$ cat src/rtl/wb_arbiter_pkg.sv
// Shared write-back definitions: datapath widths, the zero constant used by
// the register file, bus typedefs and the arbitration priority encoding.
package wb_arbiter_pkg;

   localparam int XLEN             = 64;
   localparam int REG_AW           = 5;
   localparam int STARVE_LIMIT_DEF = 4;
   localparam int CNT_W_DEF        = 64;

   localparam logic [63:0] ZERO_64 = 64'h0;

   typedef logic [XLEN-1:0]   data_t;
   typedef logic [REG_AW-1:0] regAddr_t;

   // Which source wins a collision this cycle.
   typedef enum logic {
      PRIO_ALU = 1'b0,
      PRIO_LL  = 1'b1
   } prio_e;

endpackage

$ cat src/rtl/wb_starve_guard.sv
// Starvation guard for the write-back arbiter. Normally the ALU path wins a
// collision; once the long-latency source has been refused STARVE_LIMIT
// cycles in a row it is given priority until it gets its grant.
module wb_starve_guard #(
   parameter int STARVE_LIMIT = wb_arbiter_pkg::STARVE_LIMIT_DEF
) (
   input  logic clk,
   input  logic rst_n,
   input  logic alu_valid,
   input  logic ll_valid,
   output logic alu_ready,
   output logic ll_ready
);
   import wb_arbiter_pkg::*;

   localparam int            CW   = (STARVE_LIMIT > 1) ? $clog2(STARVE_LIMIT) : 1;
   localparam logic [CW-1:0] LAST = CW'(STARVE_LIMIT - 1);

   prio_e         prioLl_q, prioLl_d;
   logic [CW-1:0] starveCnt_q, starveCnt_d;
   logic          llGrant;

   // Ready outputs come only from registered priority and the two valids,
   // and are forced low while the core is held in reset.
   always_comb begin
      alu_ready = 1'b0;
      ll_ready  = 1'b0;
      if (rst_n) begin
         if (prioLl_q == PRIO_LL) begin
            ll_ready  = 1'b1;
            alu_ready = !ll_valid;
         end else begin
            alu_ready = 1'b1;
            ll_ready  = !alu_valid;
         end
      end
   end

   assign llGrant = ll_valid && ll_ready;

   // Count consecutive refusals of a waiting long-latency result; the refusal
   // seen at the last count value flips priority for the following cycle.
   always_comb begin
      starveCnt_d = starveCnt_q;
      prioLl_d    = prioLl_q;
      if (!ll_valid || llGrant) begin
         starveCnt_d = '0;
         prioLl_d    = PRIO_ALU;
      end else if (starveCnt_q == LAST) begin
         prioLl_d = PRIO_LL;
      end else begin
         starveCnt_d = starveCnt_q + 1'b1;
      end
   end

   // Guard state register.
   always_ff @(posedge clk or negedge rst_n) begin
      if (!rst_n) begin
         starveCnt_q <= '0;
         prioLl_q    <= PRIO_ALU;
      end else begin
         starveCnt_q <= starveCnt_d;
         prioLl_q    <= prioLl_d;
      end
   end

endmodule

$ cat src/rtl/wb_arbiter.sv
// Write-back arbiter: picks one of the ALU or long-latency results per cycle
// and registers it onto the register-file write port, while counting every
// retired instruction for difftest.
module wb_arbiter #(
   parameter int XLEN         = wb_arbiter_pkg::XLEN,
   parameter int REG_AW       = wb_arbiter_pkg::REG_AW,
   parameter int STARVE_LIMIT = wb_arbiter_pkg::STARVE_LIMIT_DEF,
   parameter int CNT_W        = wb_arbiter_pkg::CNT_W_DEF
) (
   input  logic              clk,
   input  logic              rst_n,
   input  logic              alu_valid,
   output logic              alu_ready,
   input  logic [REG_AW-1:0] alu_rd,
   input  logic              alu_wen,
   input  logic [XLEN-1:0]   alu_data,
   input  logic              ll_valid,
   output logic              ll_ready,
   input  logic [REG_AW-1:0] ll_rd,
   input  logic              ll_wen,
   input  logic [XLEN-1:0]   ll_data,
   output logic              Rw_en,
   output logic [REG_AW-1:0] Rw_addr,
   output logic [XLEN-1:0]   Rw,
   output logic              retire_valid,
   output logic [CNT_W-1:0]  retire_cnt
);
   import wb_arbiter_pkg::*;

   logic              aluGrant, llGrant;
   logic              rwEn_q, rwEn_d;
   logic [REG_AW-1:0] rwAddr_q, rwAddr_d;
   logic [XLEN-1:0]   rw_q, rw_d;
   logic              retireValid_q, retireValid_d;
   logic [CNT_W-1:0]  retireCnt_q, retireCnt_d;

   wb_starve_guard #(
      .STARVE_LIMIT (STARVE_LIMIT)
   ) uGuard (
      .clk       (clk),
      .rst_n     (rst_n),
      .alu_valid (alu_valid),
      .ll_valid  (ll_valid),
      .alu_ready (alu_ready),
      .ll_ready  (ll_ready)
   );

   // The guard never raises both readys against two valids, so at most one
   // of these grants is set in any cycle.
   assign aluGrant = alu_valid && alu_ready;
   assign llGrant  = ll_valid && ll_ready;

   // Next output stage: strobes drop when idle while address/data hold, and
   // x0 destinations still retire but never raise the write enable.
   always_comb begin
      rwEn_d        = 1'b0;
      retireValid_d = 1'b0;
      rwAddr_d      = rwAddr_q;
      rw_d          = rw_q;
      retireCnt_d   = retireCnt_q;
      if (aluGrant) begin
         rwAddr_d      = alu_rd;
         rw_d          = alu_data;
         rwEn_d        = alu_wen && (alu_rd != '0);
         retireValid_d = 1'b1;
      end else if (llGrant) begin
         rwAddr_d      = ll_rd;
         rw_d          = ll_data;
         rwEn_d        = ll_wen && (ll_rd != '0);
         retireValid_d = 1'b1;
      end
      if (aluGrant || llGrant) begin
         retireCnt_d = retireCnt_q + 1'b1;
      end
   end

   // Output register and retire counter; reset drops anything in flight.
   always_ff @(posedge clk or negedge rst_n) begin
      if (!rst_n) begin
         rwEn_q        <= 1'b0;
         rwAddr_q      <= '0;
         rw_q          <= XLEN'(ZERO_64);
         retireValid_q <= 1'b0;
         retireCnt_q   <= '0;
      end else begin
         rwEn_q        <= rwEn_d;
         rwAddr_q      <= rwAddr_d;
         rw_q          <= rw_d;
         retireValid_q <= retireValid_d;
         retireCnt_q   <= retireCnt_d;
      end
   end

   assign Rw_en        = rwEn_q;
   assign Rw_addr      = rwAddr_q;
   assign Rw           = rw_q;
   assign retire_valid = retireValid_q;
   assign retire_cnt   = retireCnt_q;

endmodule

$ cat config.mk
export PLATFORM = sky130hd
export DESIGN_NAME = wb_arbiter
export DESIGN_NICKNAME = d
export VERILOG_FILES = /design/src/rtl/wb_arbiter_pkg.sv /design/src/rtl/wb_starve_guard.sv /design/src/rtl/wb_arbiter.sv
export SDC_FILE = /design/constraint.sdc
export NUM_CORES = 1
export LEC_CHECK = 0
export ABC_CLOCK_PERIOD_IN_PS = 2540
export CAP_MARGIN = 40
export CORE_AREA = 2 2 111 113
export DETAILED_ROUTE_END_ITERATION = 7
export DIE_AREA = 0 0 113 115
export DONT_BUFFER_PORTS = 1
export HOLD_SLACK_MARGIN = 0.08
export PLACE_DENSITY = 0.7
export SLEW_MARGIN = 25
export SYNTH_ARGS = -nofsm -noshare
export SYNTH_HDL_FRONTEND = slang
export SYNTH_HIERARCHICAL = 1
export SYNTH_SLANG_ARGS = --single-unit
export TNS_END_PERCENT = 10
$ cat constraint.sdc
create_clock -name clk -period 2.54 [get_ports clk]
set_input_delay 0.762 -clock clk [delete_from_list [all_inputs] [get_ports clk]]
set_output_delay 0.762 -clock clk [all_outputs]
set_load 0.1 [all_outputs]
==> results.sh, run 1 <==
export IMPL_grt_max_degree=144
export IMPL_cp_start_kind="register"
export IMPL_pre_cts_ws_ns=0.176
export IMPL_hold_violations=0
export IMPL_fp_dieH_um=115
export IMPL_async_flop_share_pct=100
export IMPL_drtAntennaViolNets=0
export IMPL_clock_path_buffers=2
export IMPL_synthesis_instances=602
export IMPL_numPortBuffers=0
export IMPL_avgSynthCellArea_um2=10.8
export IMPL_path_clk_slew_ns=0.05
export IMPL_power_w=0.00733
export IMPL_grt_ovfl_total=0
export IMPL_place_gp_congestion=0.838
export IMPL_dp_cells=874
export IMPL_coreArea_um2=11800
export IMPL_clkLatencyLatePin_ns=0.41
export IMPL_fmax_ghz=0.444
export IMPL_setup_viol=0
export IMPL_nets=892
export IMPL_cts_buffers=17
export IMPL_wire_per_inst_um=19.2
export IMPL_cts_tree="built"
export IMPL_fin_ws_ns=0.289
export IMPL_drt_vias_per_instance=5.63
export IMPL_synth_seq_cells=138
export IMPL_synth_cell_type_count=41
export IMPL_synth_top_cell_by_area="dfrtp_1"
export IMPL_start_util_pct=54.9
export IMPL_cts_root_buf="clkbuf_16"
export IMPL_synth_edf_count=0
export IMPL_outcome="complete, but fails checks"
export IMPL_worst_pin_slew_ns=0.525
export IMPL_period_share_pct=88.6
export IMPL_cts_setup_buffers=0
export IMPL_rr_endpoint="retire_cnt[62]$_DFFE_PN0P_"
export IMPL_dpl_hpwl_um=13000
export IMPL_end_kind="primary output"
export IMPL_drt_iter0_markers=266
export IMPL_route_vias_total=5089
export IMPL_instances_no_fill=904
export IMPL_timing_rr_start="uGuard/prioLl_q$_DFFE_PN0P_"
export IMPL_routed_wl_um=17300
export IMPL_htree_levels=4
export IMPL_chipWidth_um=113
export IMPL_area_delta_synth_final_pct=28.0
export IMPL_finalCriticalPeriod_ns=2.25
export IMPL_seq_area_frac_synth_pct=53.3
export IMPL_rsz0062_at_grt="no"
export IMPL_drive_above_1_share_pct=27.2
export IMPL_finalClockSkew_ns=0.00530
export IMPL_syn_nets=748
export IMPL_power_density_nw_per_um2=884
export IMPL_ctsResizeCount=0
export IMPL_relSlewSlack_pct=64.7
export IMPL_violations="DRC"
export IMPL_leakagePower_nw=4.28
export IMPL_drv_cap=0
export IMPL_grtUsageTotal_pct=26.8
export IMPL_antenna_found_initial=1
export IMPL_cts_sinks=138
export IMPL_hold_class="in2async"
export IMPL_syn_cell_area_um2=6480
export IMPL_ys_flop_type="dfrtp_1"
export IMPL_cp_max_fo=4
export IMPL_cp_arrival_ns=1.49
export IMPL_synth_area_leaders="dfrtp_1 53%, mux2i_1 11%, nand2_1 5.9%"
export IMPL_io_pins=281
export IMPL_synthDominantCellAreaShare_pct=53.3
export IMPL_die_area_um2=13000
export IMPL_peakVddDrop_mv=0.682
export IMPL_std_cell_rows=40
export IMPL_dr_pass1_iters=7
export IMPL_drc_errors=20
export IMPL_r2r_cells=8
export IMPL_cp_required_ns=1.78
export IMPL_maxSlewViolCount=0
export IMPL_ys_warn_count=6
export IMPL_grt_pass1_vias=5217
export IMPL_rrSetupSlack_ns=0.39
export IMPL_crit_type="reg2out"
export IMPL_grt_pass1_wl_um=26800
[critical path: stages, from the launching register on]
cell	delay, ns
dfrtp_1	0.42
nand2b_4	0.18
and2_2	0.16
buf_4	0.32
[per-stage QoR]
stage | area, um2 | setup TNS [ns] | hold slack (ns) | util (%)
final | 8290 | 0 | 0.0435 | 70.2
after global routing | 8290 | 0 | 0.0224 | 70.2
after global placement | 7780 | 0 | 0.470 | 65.9
after CTS | 8290 | 0 | 0.0256 | 70.2
after detailed placement | 7780 | 0 | 0.468 | 65.9
after floorplan | 6510 | -4.13 | 0.466 | -
[sequential cells by signal (all words and copies together), names as in the netlist]
register / flops
retire_valid: 1
uGuard/starveCnt_q: 2
retire_cnt: 64
uGuard/prioLl_q: 1
Rw_en: 1
Rw: 64
Rw_addr: 5
[cells in the mapped netlist, types with 2 or more instances]
| master | instances |
|---|---|
| dfrtp_1 | 138 |
| nand2_1 | 102 |
| mux2i_1 | 70 |
| o21ai_0 | 70 |
| xor2_1 | 34 |
| xnor2_1 | 30 |
| nand3_1 | 21 |
| nor2_1 | 20 |
| clkbuf_1 | 15 |
| inv_1 | 12 |
| nor3_1 | 12 |
| nand4_1 | 11 |
| nor3_2 | 8 |
| nor4_1 | 7 |
| nor4_2 | 7 |
| and3_1 | 5 |
| buf_1 | 5 |
| nand4_2 | 4 |
| and4_1 | 3 |
| a211oi_1 | 2 |
| buf_2 | 2 |
| ha_1 | 2 |
| nand3_2 | 2 |
| nor4_4 | 2 |
| or4_1 | 2 |
[power breakdown]
group	total [W]	switching (W)	internal [W]	leakage, nW
Clock	0.00221	0.000860	0.00135	0.251
Sequential	0.00255	0.000123	0.00243	1.76
Combinational	0.00257	0.00208	0.000493	2.27
[placed cells by master, fill, tap and decap left out, types with 2 or more instances in the layout]
| cell type | n |
|---|---|
| buf_4 | 143 |
| dfrtp_1 | 138 |
| nand2_1 | 101 |
| o21ai_0 | 70 |
| mux2i_1 | 70 |
| xor2_1 | 34 |
| xnor2_1 | 30 |
| nand3_1 | 21 |
| nor2_1 | 20 |
| clkbuf_16 | 17 |
| inv_1 | 12 |
| nor3_1 | 12 |
| nand4_1 | 11 |
| nor3_2 | 8 |
| nor4_1 | 7 |
| clkbuf_1 | 7 |
| nor4_2 | 6 |
| and3_1 | 5 |
| buf_12 | 5 |
| nand4_2 | 4 |
| and4_1 | 3 |
| nor4_4 | 3 |
| clkinv_2 | 3 |
| or4_1 | 2 |
| nand3_2 | 2 |
| ha_1 | 2 |
| a211oi_1 | 2 |
[how the worst max path moves through the flow]
stage | start | slack (ns) | cells past startpoint | end
2_1_floorplan | rst_n | -0.20 | 7 | retire_cnt[58]$_DFFE_PN0P_
3_3_place_gp | rst_n | 0.24 | 7 | retire_cnt[63]$_DFFE_PN0P_
3_5_place_dp | rst_n | 0.18 | 7 | retire_cnt[54]$_DFFE_PN0P_
4_1_cts | uGuard/prioLl_q$_DFFE_PN0P_ | 0.28 | 3 | ll_ready
5_1_grt | uGuard/prioLl_q$_DFFE_PN0P_ | 0.24 | 3 | ll_ready
6_report | uGuard/prioLl_q$_DFFE_PN0P_ | 0.29 | 3 | ll_ready
[layout make-up]
cell class,instances,area [um2]
Timing Repair Buffer,148,1170
Sequential cell,138,3450
Tap cell,147,184
Inverter,12,45.0
Antenna cell,1,2.50
Clock buffer,25,465
Multi-Input combinational cell,429,2920
Fill cell,851,3520
Clock inverter,4,45.0
[routing by layer]
metal / global-route usage [%] / wire [um]
met3: 8.43 / 1410
met4: 14.0 / 638
met2: 44.3 / 8630
met5: 0 / 0
met1: 31.5 / 6630
[logic make-up after synthesis]
kind of cell	Yosys count	share of synthesized area, %
flip-flops	138	53.3
AND/OR/NAND/NOR	215	18.1
adder cells (fa/ha/maj)	2	0.386
multiplexers	71	11.0
buffers and inverters	35	2.18
XOR/XNOR	64	8.65
AO/OA/AOI/OAI	77	6.39
Note: power is estimated with default switching activity, not from simulation.
==> inputs of run 2 (changes only) <==
- CAP_MARGIN: 40 -> 20
==> results of run 2 <==
No change in the layout: final DEF, timing and power equal those of run 1.
